$ cat src/rtl/prm_scan_pkg.sv
// Shared definitions for the PRM edge-scan controller: FSM encoding, defaults
// and elaboration-time sizing helpers.
package prm_scan_pkg;

    localparam logic [1:0] S_IDLE  = 2'd0;
    localparam logic [1:0] S_SCAN  = 2'd1;
    localparam logic [1:0] S_DRAIN = 2'd2;
    localparam logic [1:0] S_EMIT  = 2'd3;

    localparam int CODE_W_DEF = 15;

    // Minimum of 1 so a 1-wide word still gets a legal index signal.
    function automatic int clog2_min1(input int n);
        int r;
        r = 1;
        for (int i = 1; i < 32; i++) begin
            if ((1 << i) < n) r = i + 1;
        end
        return r;
    endfunction

    function automatic int word_count(input int edges, input int w);
        return (edges + w - 1) / w;
    endfunction

endpackage

$ cat src/rtl/prm_mask_pack.sv
// Aligns checker returns with their issue slot through a CHK_LAT-deep
// valid/bit-index delay line and packs them into one OUT_W-bit result word.
module prm_mask_pack #(
    parameter int OUT_W   = 32,
    parameter int CHK_LAT = 1,
    parameter int IDX_W   = 5
) (
    input  logic             clk,
    input  logic             rst_n,
    input  logic             clear,
    input  logic             cap_vld,
    input  logic [IDX_W-1:0] cap_idx,
    input  logic             mask,
    output logic             hit,
    output logic [OUT_W-1:0] word
);

    logic [CHK_LAT:0]            vld_pipe;
    logic [CHK_LAT:0][IDX_W-1:0] idx_pipe;

    generate
        if (CHK_LAT == 0) begin : g_comb
            assign vld_pipe = cap_vld;
            assign idx_pipe = cap_idx;
        end else begin : g_dly
            logic [CHK_LAT-1:0]            vld_sr;
            logic [CHK_LAT-1:0][IDX_W-1:0] idx_sr;

            // clear also flushes in-flight returns so an aborted scan leaves nothing behind
            always_ff @(posedge clk or negedge rst_n) begin
                if (!rst_n) begin
                    vld_sr <= '0;
                    idx_sr <= '0;
                end else if (clear) begin
                    vld_sr <= '0;
                    idx_sr <= '0;
                end else begin
                    vld_sr <= vld_pipe[CHK_LAT-1:0];
                    idx_sr <= idx_pipe[CHK_LAT-1:0];
                end
            end

            assign vld_pipe = {vld_sr, cap_vld};
            assign idx_pipe = {idx_sr, cap_idx};
        end
    endgenerate

    assign hit = vld_pipe[CHK_LAT] & mask & ~clear;

    always_ff @(posedge clk or negedge rst_n) begin
        if (!rst_n) begin
            word <= '0;
        end else if (clear) begin
            word <= '0;
        end else if (vld_pipe[CHK_LAT]) begin
            word[idx_pipe[CHK_LAT]] <= mask;
        end
    end

endmodule

$ cat src/rtl/prm_edge_scan_ctrl.sv
// Walks every roadmap edge through the shared checker port and streams packed
// edge masks to the planner. PRM_SCAN_CNT_EN adds the blk_cnt blocked-edge count.
module prm_edge_scan_ctrl
    import prm_scan_pkg::*;
#(
    parameter int NUM_EDGES = 256,
    parameter int EDGE_W    = 8,
    parameter int CODE_W    = CODE_W_DEF,
    parameter int OUT_W     = 32,
    parameter int CHK_LAT   = 1
) (
    input  logic              clk,
    input  logic              rst_n,
    input  logic              req_valid,
    output logic              req_ready,
    input  logic [CODE_W-1:0] req_code,
    input  logic              abort,
    output logic              chk_valid,
    output logic [EDGE_W-1:0] chk_edge,
    output logic [CODE_W-1:0] chk_code,
    input  logic              chk_mask,
    output logic              res_valid,
    input  logic              res_ready,
    output logic [OUT_W-1:0]  res_word,
    output logic [EDGE_W-1:0] res_idx,
    output logic              res_last,
`ifdef PRM_SCAN_CNT_EN
    output logic [EDGE_W:0]   blk_cnt,
`endif
    output logic              busy
);

    localparam int IDX_W     = clog2_min1(OUT_W);
    localparam int NUM_WORDS = word_count(NUM_EDGES, OUT_W);

    localparam logic [EDGE_W-1:0] LAST_EDGE = EDGE_W'(NUM_EDGES - 1);
    localparam logic [EDGE_W-1:0] LAST_WORD = EDGE_W'(NUM_WORDS - 1);
    localparam logic [IDX_W-1:0]  LAST_BIT  = IDX_W'(OUT_W - 1);
    localparam logic [2:0]        DRAIN_END = 3'(CHK_LAT - 1);

    logic [1:0]        state, state_nx;
    logic [EDGE_W-1:0] edge_cnt;
    logic [IDX_W-1:0]  bit_cnt;
    logic [EDGE_W-1:0] word_cnt;
    logic [2:0]        drain_cnt;
    logic [CODE_W-1:0] code_q;
    logic [OUT_W-1:0]  word;
    logic              hit;

    logic req_hs, res_hs, last_issue, drain_done, last_word, pack_clear;

    assign req_hs     = (state == S_IDLE) & req_valid;
    assign res_hs     = (state == S_EMIT) & res_ready;
    assign last_issue = (state == S_SCAN) & ((bit_cnt == LAST_BIT) | (edge_cnt == LAST_EDGE));
    assign drain_done = (drain_cnt == DRAIN_END);
    assign last_word  = (word_cnt == LAST_WORD);
    assign pack_clear = abort | req_hs | res_hs;

    always_comb begin
        state_nx = state;
        case (state)
            S_IDLE:  if (req_valid) state_nx = S_SCAN;
            S_SCAN: begin
                if (last_issue) begin
                    if (CHK_LAT == 0) state_nx = S_EMIT;
                    else              state_nx = S_DRAIN;
                end
            end
            S_DRAIN: if (drain_done) state_nx = S_EMIT;
            S_EMIT: begin
                if (res_ready) state_nx = last_word ? S_IDLE : S_SCAN;
            end
            default: state_nx = S_IDLE;
        endcase
        if (abort) state_nx = S_IDLE;
    end

    always_ff @(posedge clk or negedge rst_n) begin
        if (!rst_n) state <= S_IDLE;
        else        state <= state_nx;
    end

    // Each word's scan starts on an OUT_W boundary, so bit_cnt doubles as edge mod OUT_W.
    always_ff @(posedge clk or negedge rst_n) begin
        if (!rst_n) begin
            edge_cnt  <= '0;
            bit_cnt   <= '0;
            word_cnt  <= '0;
            drain_cnt <= '0;
            code_q    <= '0;
        end else if (abort) begin
            edge_cnt  <= '0;
            bit_cnt   <= '0;
            word_cnt  <= '0;
            drain_cnt <= '0;
            code_q    <= '0;
        end else begin
            if (req_hs) begin
                code_q   <= req_code;
                edge_cnt <= '0;
                bit_cnt  <= '0;
                word_cnt <= '0;
            end
            if (state == S_SCAN) begin
                bit_cnt <= last_issue ? '0 : bit_cnt + 1'b1;
                if (edge_cnt != LAST_EDGE) edge_cnt <= edge_cnt + 1'b1;
            end
            if (state == S_DRAIN) drain_cnt <= drain_done ? '0 : drain_cnt + 1'b1;
            if (res_hs && !last_word) word_cnt <= word_cnt + 1'b1;
        end
    end

    prm_mask_pack #(
        .OUT_W   (OUT_W),
        .CHK_LAT (CHK_LAT),
        .IDX_W   (IDX_W)
    ) u_pack (
        .clk     (clk),
        .rst_n   (rst_n),
        .clear   (pack_clear),
        .cap_vld (chk_valid),
        .cap_idx (bit_cnt),
        .mask    (chk_mask),
        .hit     (hit),
        .word    (word)
    );

`ifdef PRM_SCAN_CNT_EN
    always_ff @(posedge clk or negedge rst_n) begin
        if (!rst_n)                blk_cnt <= '0;
        else if (abort || req_hs)  blk_cnt <= '0;
        else if (hit)              blk_cnt <= blk_cnt + 1'b1;
    end
`endif

    assign req_ready = (state == S_IDLE);
    assign busy      = ~req_ready;
    assign chk_valid = (state == S_SCAN);
    assign chk_edge  = chk_valid ? edge_cnt : '0;
    assign chk_code  = code_q;
    assign res_valid = (state == S_EMIT);
    assign res_word  = res_valid ? word : '0;
    assign res_idx   = res_valid ? word_cnt : '0;
    assign res_last  = res_valid & last_word;

endmodule
$ cat config.mk
export PLATFORM = sky130hd
export DESIGN_NAME = prm_edge_scan_ctrl
export DESIGN_NICKNAME = d
export VERILOG_FILES = /design/src/rtl/prm_scan_pkg.sv /design/src/rtl/prm_mask_pack.sv /design/src/rtl/prm_edge_scan_ctrl.sv
export SDC_FILE = /design/constraint.sdc
export NUM_CORES = 1
export LEC_CHECK = 0
export BUFFER_PORTS_ARGS = -buffer_cell sky130_fd_sc_hd__buf_2
export CORE_MARGIN = 8
export CORE_UTILIZATION = 40
export DETAILED_ROUTE_END_ITERATION = 6
export SLEW_MARGIN = 20
export SYNTH_ARGS = -nofsm -noshare
export SYNTH_HDL_FRONTEND = slang
export SYNTH_HIERARCHICAL = 1
export SYNTH_SLANG_ARGS = --single-unit
$ cat constraint.sdc
create_clock -name clk -period 3.75 [get_ports clk]
set_input_delay 0.1875 -clock clk [delete_from_list [all_inputs] [get_ports clk]]
set_output_delay 0.1875 -clock clk [all_outputs]
set_load 0.005 [all_outputs]
After elaboration in Yosys (flattened, before gate mapping)
Cells that the tools add are included.
{ "op_classes": {"eq_ne": 11, "n_lt_le_gt_ge": 2, "n_reduce_logical": 11, "bitwise": 8, "add_sub_neg": 4, "muxes": 33} }
{ "ops": {"columns": ["op", "count"], "rows": [
  ["32-bit 2-to-1 mux", 8],
  ["8-bit 2-to-1 mux", 9],
  ["32-bit by 1-bit adder with 32-bit output (second input constant)", 1],
  ["32-bit bitwise mux", 1],
  ["32-bit by 5-bit equality test with 1-bit output (second input constant)", 1],
  ["32-bit by 1-bit greater-or-equal comparator with 1-bit output (second input constant)", 1],
  ["32-bit by 6-bit < comparator with 1-bit output (second input constant)", 1],
  ["15-bit 2-to-1 mux", 2],
  ["8-bit by 1-bit adder with 8-bit output (second input constant)", 2],
  ["2-bit 2-to-1 mux", 5],
  ["3-bit 2-to-1 mux", 3],
  ["3-bit by 2-bit != test with 1-bit output (second input constant)", 3],
  ["8-bit by 3-bit equality test with 1-bit output (second input constant)", 1],
  ["8-bit equality test (second input constant)", 1],
  ["8-bit != test (second input constant)", 1],
  ["2-bit case mux with 4 select lines", 1],
  ["2-bit nonzero test", 3],
  ["3-bit nonzero test", 2],
  ["1-bit demux with 5-bit select", 1],
  ["1-bit bitwise AND", 4],
  ["2-bit equality test (second input constant)", 2],
  ["4-bit AND reduction", 1],
  ["3-bit by 1-bit adder with 3-bit output (second input constant)", 1],
  ["3-bit logical NOT", 1],
  ["8 further kinds", 13]
]} }
{ "word_totals": {"wordCells": 78, "out_inout_bits": 68, "reg_bits": 133} }

Logic depth before layout (Yosys ltp)
Gate-level depths: netlist of the first run.
{ "depth": {"word_depth": 7, "ltp_mapped": 9, "mapped_depth_nobuf": 7} }

By module
The synthesis of the first run kept the hierarchy.
{ "modules_own_cells": {"columns": ["module", "cells_per_inst", "seq_area_each_um2", "area_per_inst_um2", "n_inst"], "rows": [
  ["prm_edge_scan_ctrl", 444, 1701.6, 3876.2, 1],
  ["prm_mask_pack", 241, 1626.6, 2856.5, 1]
]} }

Worst setup path after synthesis of the first run
No wires, ideal clock.
{ "synth_path": {"path_type": "reg2reg", "from": "reg state[0]", "to": "reg bit_cnt[25]", "path_buffers": 0, "arrival_time_ns": 2.057, "path_stages_with_launch": 8, "slack_ns": 1.616, "cell_sequence": "dfrtp_1 > inv_1 > ha_1 > a211oi_1 > nor4_4 > nand3_4 > or3_1 > a21oi_1"} }
{ "synth_between": {"elab_cells_between_ends": 8} }
{ "synth_lines": {"columns": ["item", "line_no", "rtl"], "rows": [
  ["start, declared", "prm_edge_scan_ctrl.sv:41", "logic [1:0] state, state_nx;"],
  ["start signal, assigned", "prm_edge_scan_ctrl.sv:80", "else state <= state_nx;"],
  ["2-bit logical NOT", null, null],
  ["net req_ready", "prm_edge_scan_ctrl.sv:15", "output logic req_ready,"],
  ["1-bit bitwise AND", "prm_edge_scan_ctrl.sv:52", "assign req_hs = (state == S_IDLE) & req_valid;"],
  ["3-bit nonzero test (no source line)", null, null],
  ["end signal, assigned", "prm_edge_scan_ctrl.sv:105", "bit_cnt <= last_issue ? '0 : bit_cnt + 1'b1;"],
  ["end, declared", "prm_edge_scan_ctrl.sv:43", "logic [IDX_W-1:0] bit_cnt;"]
]} }
The timed path passes the listed nets, and every way through them passes these cells.
A chain may end at the register's enable or synchronous reset.

Worst setup path in the final report of the first run
{ "layout_path": {"from": "reg state[1]", "to": "reg bit_cnt[25]"} }
{ "layout_between": {"elab_chain_len": 5, "elab_cells_between_ends": 8} }
{ "layout_lines": {"columns": ["item", "line_no", "rtl"], "rows": [
  ["2-bit by 1-bit equality test with 1-bit output", "prm_edge_scan_ctrl.sv:54, prm_edge_scan_ctrl.sv:104", null],
  ["1-bit bitwise AND", "prm_edge_scan_ctrl.sv:54", "assign last_issue = (state == S_SCAN) & ((bit_cnt == LAST_BIT) | (edge_cnt == LAST_EDGE));"],
  ["32-bit 2-to-1 mux", "prm_edge_scan_ctrl.sv:105", null],
  ["32-bit 2-to-1 mux", "prm_edge_scan_ctrl.sv:104", "if (state == S_SCAN) begin"],
  ["32-bit 2-to-1 mux", "prm_edge_scan_ctrl.sv:91", "end else if (abort) begin"]
]} }
Parallel ways exist; a longest one is shown, timed or not.

==> run_results.csv, run 1 <==
group,metric,value,unit
run_status,status,"finished clean",
placed_design,io_buffers,88,
cts,cts_tree,"done",
floorplan,die-width,146,um
min_path,hold_class,"in2reg",
floorplan,initial_utilization,40.7,%
floorplan,io_pins,89,
timing,min_period,2590,ps
min_path,whs_path_depth,3,
timing,hold-worst-slack,11.1,ps
min_path,hold-path-endpoint,"chk_code[11]",
route,wire_per_inst,15.5,um
placed_design,placed_cells,958,
grt,antenna_found_initial,0,
placed_design,dpl_worst_slack,1170,ps
power,pwr_density_cell,474,nW/um^2
setup_path,timing.rr.start,"state[1]",
setup_path,path_delay_family,"simple AND/OR/NAND/NOR gates",
finish,final_util,48.6,%
grt,grt_pass1_vias,5201,
finish,diodes,0,
floorplan,die_area,21200,um^2
setup_path,critPathCaptureType,"flip-flop",
route,detail-route-antenna-nets,0,
setup_path,crit_path_start_kind,"flip-flop",
finish,design_area,8030,um^2
logic_synthesis,synthCells,683,
route,route.vias.total,5195,
setup_path,cp.required,4090,ps
setup_path,cp_max_fo,23,
finish,num-nets-final,801,
cts,htreeDepth,4,
route,first_pass_iters,4,
timing,finalHoldViolCount,0,
finish,stdcell_count,1004,
placed_design,post_dp_cell_area,7300,um^2
run,drv_cap,0,
finish,area_delta_synth_final,19.4,%
grt,grt_max_degree,69,
setup_path,path_buf_inv,3,
finish,final_layout_size_suffix_gt1_share,18.1,%
cts,cts.sinks,133,
route,vias_per_cell,5.17,
route,drc,0,
placed_design,post-dp-hpwl,10300,um
cts,root_buffer,"clkbuf_16",
setup_path,cp.arrival,2940,ps
power,ir_drop,0.000388,V
grt,overflow,0,
placed_design,routabilityCongestion,0.808,
setup_path,critPathKind,"reg2reg",
setup_path,r2r_cells,9,
grt,grt_pass1_wl,26600,um
min_path,hp-start,"req_code[11]",
timing,setup_ws,1160,ps
timing,worstMarginPinSlew,1030,ps
cts,clockBufferDepth,2,
timing,slew_headroom,31.6,%
timing,fin_skew,10.3,ps
setup_path,r2r-end,"bit_cnt[25]",
timing,rsz0062_at_grt,"false",
cts,clk_latency,430,ps
cts,clk_pin_slew,60,ps
timing,slew_violations,0,
setup_path,slowest_stage,"nor4_4",
power,p_total,3.81,mW
logic_synthesis,postSynthAreaPerCell,9.85,um^2
setup_path,cpPeakStageDelay,620,ps
timing,tns,0,ps
logic_synthesis,syn_nets,713,
grt,gr-usage-all-layers,15.1,%
floorplan,coreArea,16500,um^2
timing,max_freq,385,MHz
cts,cts_resized,0,
timing,finalSetupViolations,0,
timing,post-route-period-util,69.2,%
route,wirelength,15500,um
setup_path,worst-r2r-setup-slack,1160,ps
logic_synthesis,syn-cell-area,6730,um^2
power,power_leakage,3.90,nW
route,drtIter0Drc,334,
setup_path,cp-startpoint,"state[1]",
floorplan,die_height,146,um
logic_synthesis,ys_warn_count,6,
cts,numCtsBuffers,17,
setup_path,worstPathCellList,"inv_1 > ha_1 > buf_4 > a211oi_1 > buf_4 > nor4_4 > nand3_4 > or3_1 > a21oi_1",
floorplan,rows,47,
setup_path,path_common_cell,"buf_4",
how the worst max path moves through the flow:
stage / end / slack (ps) / depth (start not counted)
after floorplan: bit_cnt[25] / 1620 / 7
after global placement: bit_cnt[29] / 1270 / 9
after detailed placement: bit_cnt[31] / 1170 / 9
after CTS: bit_cnt[31] / 1130 / 9
after global routing: bit_cnt[25] / 900 / 9
final: bit_cnt[25] / 1160 / 9
per-layer routing:
metal	GRT usage (%)	vias up	part of all wire (%)
li1	-	2551	-
met1	19.7	2534	47
met3	3.98	14	4.1
met2	23.7	96	48
met5	0	-	0
met4	5.36	0	1.3
cells in the final DEF (no fill, tap or decap), types with 9 or more instances in the layout:
master,instances
dfrtp_1,133
buf_2,87
nand2_1,59
and2_1,49
nor2_1,46
nand4_1,41
nor2b_1,38
nand2b_1,37
mux2i_1,33
nand3_1,30
a21oi_1,29
xor2_1,21
clkbuf_16,17
dlygate4sd3_1,14
nor4_1,13
inv_1,11
o21ai_0,9
ha_1,9
buf_4,9
layout make-up:
class                   instances  area [um^2]
fillers                      1510         8490
repair buffers                111          663
flip-flops and latches        133         3330
inverters                      11         41.3
well taps                     220          275
clock inverters                13          140
multi-input cells             497         3140
clock buffers                  19          443
report_power, final:
group,total [mW],switching (mW),internal [mW]
Sequential,1.52,0.0409,1.48
Clock,1.64,0.686,0.953
Combinational,0.642,0.424,0.218
Total,3.81,1.15,2.65
repair_timing:
action / CTS / global route
hold endpoints to repair: 80 / 0
buffers inserted: 0 / 0
hold buffers: 14 / 0
endpoints found under the setup margin: 0 / 0
worst reg2reg max path, cell delays in order (launching register included):
cell	delay (ps)
dfrtp_1	430
inv_1	110
ha_1	150
buf_4	230
a211oi_1	70
buf_4	210
nor4_4	620
nand3_4	170
or3_1	370
a21oi_1	140
sequential cells by signal (all words and copies together), names as in the netlist, 2 cells and up:
signal               count
bit_cnt                 32
u_pack/g_dly.idx_sr     32
u_pack/word             32
chk_code                15
edge_cnt                 8
word_cnt                 8
drain_cnt                3
state                    2
Power figures use the tool's default switching activity.
==> run 2, diff against run 1 <==
ABC_AREA = 1   (was default)
clock period = 2.2 ns   (was 3.75 ns; I/O delays follow)
==> run_results.csv, run 2 <==
group,metric,value,unit
run_status,status,"finished clean",
placed_design,dpl_worst_slack,218,ps
cts,numCtsBuffers,17,
grt,grt_pass1_vias,6244,
floorplan,rows,50,
route,wire_per_inst,12.6,um
grt,overflow,0,
cts,clk_pin_slew,60,ps
timing,finalHoldViolCount,0,
floorplan,die_area,23700,um^2
logic_synthesis,synthCells,1081,
logic_synthesis,postSynthAreaPerCell,7.05,um^2
route,first_pass_iters,7,
setup_path,critPathKind,"reg2reg",
finish,area_delta_synth_final,18.4,%
cts,postCtsSetupBuffers,0,
route,drtIter0Drc,411,
grt,grt_max_degree,52,
finish,final_util,48.2,%
route,drc,0,
timing,max_freq,512,MHz
placed_design,post-dp-hpwl,12500,um
power,ir_drop,0.000543,V
timing,hold-worst-slack,82.1,ps
placed_design,io_buffers,88,
floorplan,die-width,154,um
finish,layout_commonest_cell,"nand2_1",
logic_synthesis,syn-cell-area,7620,um^2
power,p_total,6.50,mW
route,route.vias.total,6655,
floorplan,initial_utilization,40.7,%
route,detail-route-antenna-nets,0,
timing,finalSetupViolations,0,
cts,cts_tree,"done",
min_path,hold_class,"in2reg",
timing,tns,0,ps
timing,slew_headroom,58.4,%
finish,final_layout_size_suffix_gt1_share,14.9,%
grt,antenna_found_initial,0,
grt,grtUsageMet2,25.3,%
timing,slew_violations,0,
grt,gr-usage-all-layers,15.8,%
timing,worstMarginPinSlew,619,ps
grt,top_usage_layer,"met2",
route,vias_per_cell,4.64,
setup_path,crit_path_start_kind,"flip-flop",
power,power_leakage,5.16,nW
grt,globalRouteMet1Util,21.1,%
cts,root_buffer,"clkbuf_16",
timing,fin_skew,6.17,ps
cts,htreeDepth,4,
setup_path,cp_max_fo,17,
finish,final_cell_mix,"nand2_1 (316), inv_1 (209), dfrtp_1 (133), nor2_1 (126), nand3_1 (121)",
floorplan,die_height,154,um
logic_synthesis,ys_warn_count,6,
timing,setup_ws,246,ps
grt,grt_pass1_wl,31000,um
route,wirelength,18000,um
grt,met3_usage,3.11,%
power,pwr_density_cell,721,nW/um^2
logic_synthesis,syn_nets,1111,
finish,diodes,0,
placed_design,routabilityCongestion,0.850,
min_path,whs_path_depth,4,
setup_path,cp.required,2540,ps
setup_path,critPathCaptureType,"flip-flop",
setup_path,cp.arrival,2300,ps
cts,clockBufferDepth,2,
timing,post-route-period-util,88.8,%
finish,reg_top3,"bit_cnt x32, u_pack/g_dly.idx_sr x32, u_pack/word x32",
floorplan,io_pins,89,
setup_path,r2r_cells,11,
cts,cts.sinks,133,
cts,clk_latency,420,ps
timing,min_period,1950,ps
run,drv_cap,0,
finish,num-nets-final,1218,
timing,rsz0062_at_grt,"false",
floorplan,coreArea,18700,um^2
run 2: what timing repair did:
item / in CTS / in global routing
resized for setup: 0 / 2
endpoints found under the hold margin: 100 / 0
hold buffers: 17 / 0
setup endpoints to repair: 0 / 5
run 2: stage by stage:
stage	instance area (um^2)	cells
3_5_place_dp	8300	1386
4_1_cts	9010	1435
3_3_place_gp	8300	1386
6_report	9020	1435
5_1_grt	9020	1435
2_1_floorplan	7630	1081
run 2: power by group:
part | switching (mW) | leakage, nW | internal [mW]
Sequential | 0.0777 | 1.85 | 2.55
Combinational | 0.848 | 3.05 | 0.385
Clock | 1.01 | 0.266 | 1.64
Total | 1.93 | 5.16 | 4.57
run 2: metal layers:
metal	vias up	routed length, um
met2	121	8500
met1	3041	8540
met4	0	226
met5	-	0
met3	15	764
li1	3478	-
run 2: area by class of cell:
type / count / area (um^2)
Clock inverter: 4 / 45.0
Tap cell: 234 / 293
Sequential cell: 133 / 3330
Multi-Input combinational cell: 699 / 3260
Clock buffer: 28 / 497
Inverter: 214 / 810
Timing Repair Buffer: 123 / 793
Fill cell: 1946 / 9680
run 2: final timing paths:
kind	start	endpoint	slack, ps
min in group asynchronous	rst_n	edge_cnt[4]	150
setup / recovery	state[0]	bit_cnt[23]	250
hold / removal	req_valid	edge_cnt[1]	80
hold reg to reg	chk_code[14]	chk_code[14]	460
max in group asynchronous	rst_n	u_pack/word[4]	1390
setup reg to reg	state[0]	bit_cnt[23]	250
run 2: worst max-delay path: stages, from the launching register on:
cell and delay (ps):
dfrtp_1 420, inv_1 130, ha_1 220, nand2_2 130, nand2_2 130, buf_12 160
nand3_4 130, nor3_4 240, nand2_1 110, nand2_1 80, nand2_1 40, nor2_1 80
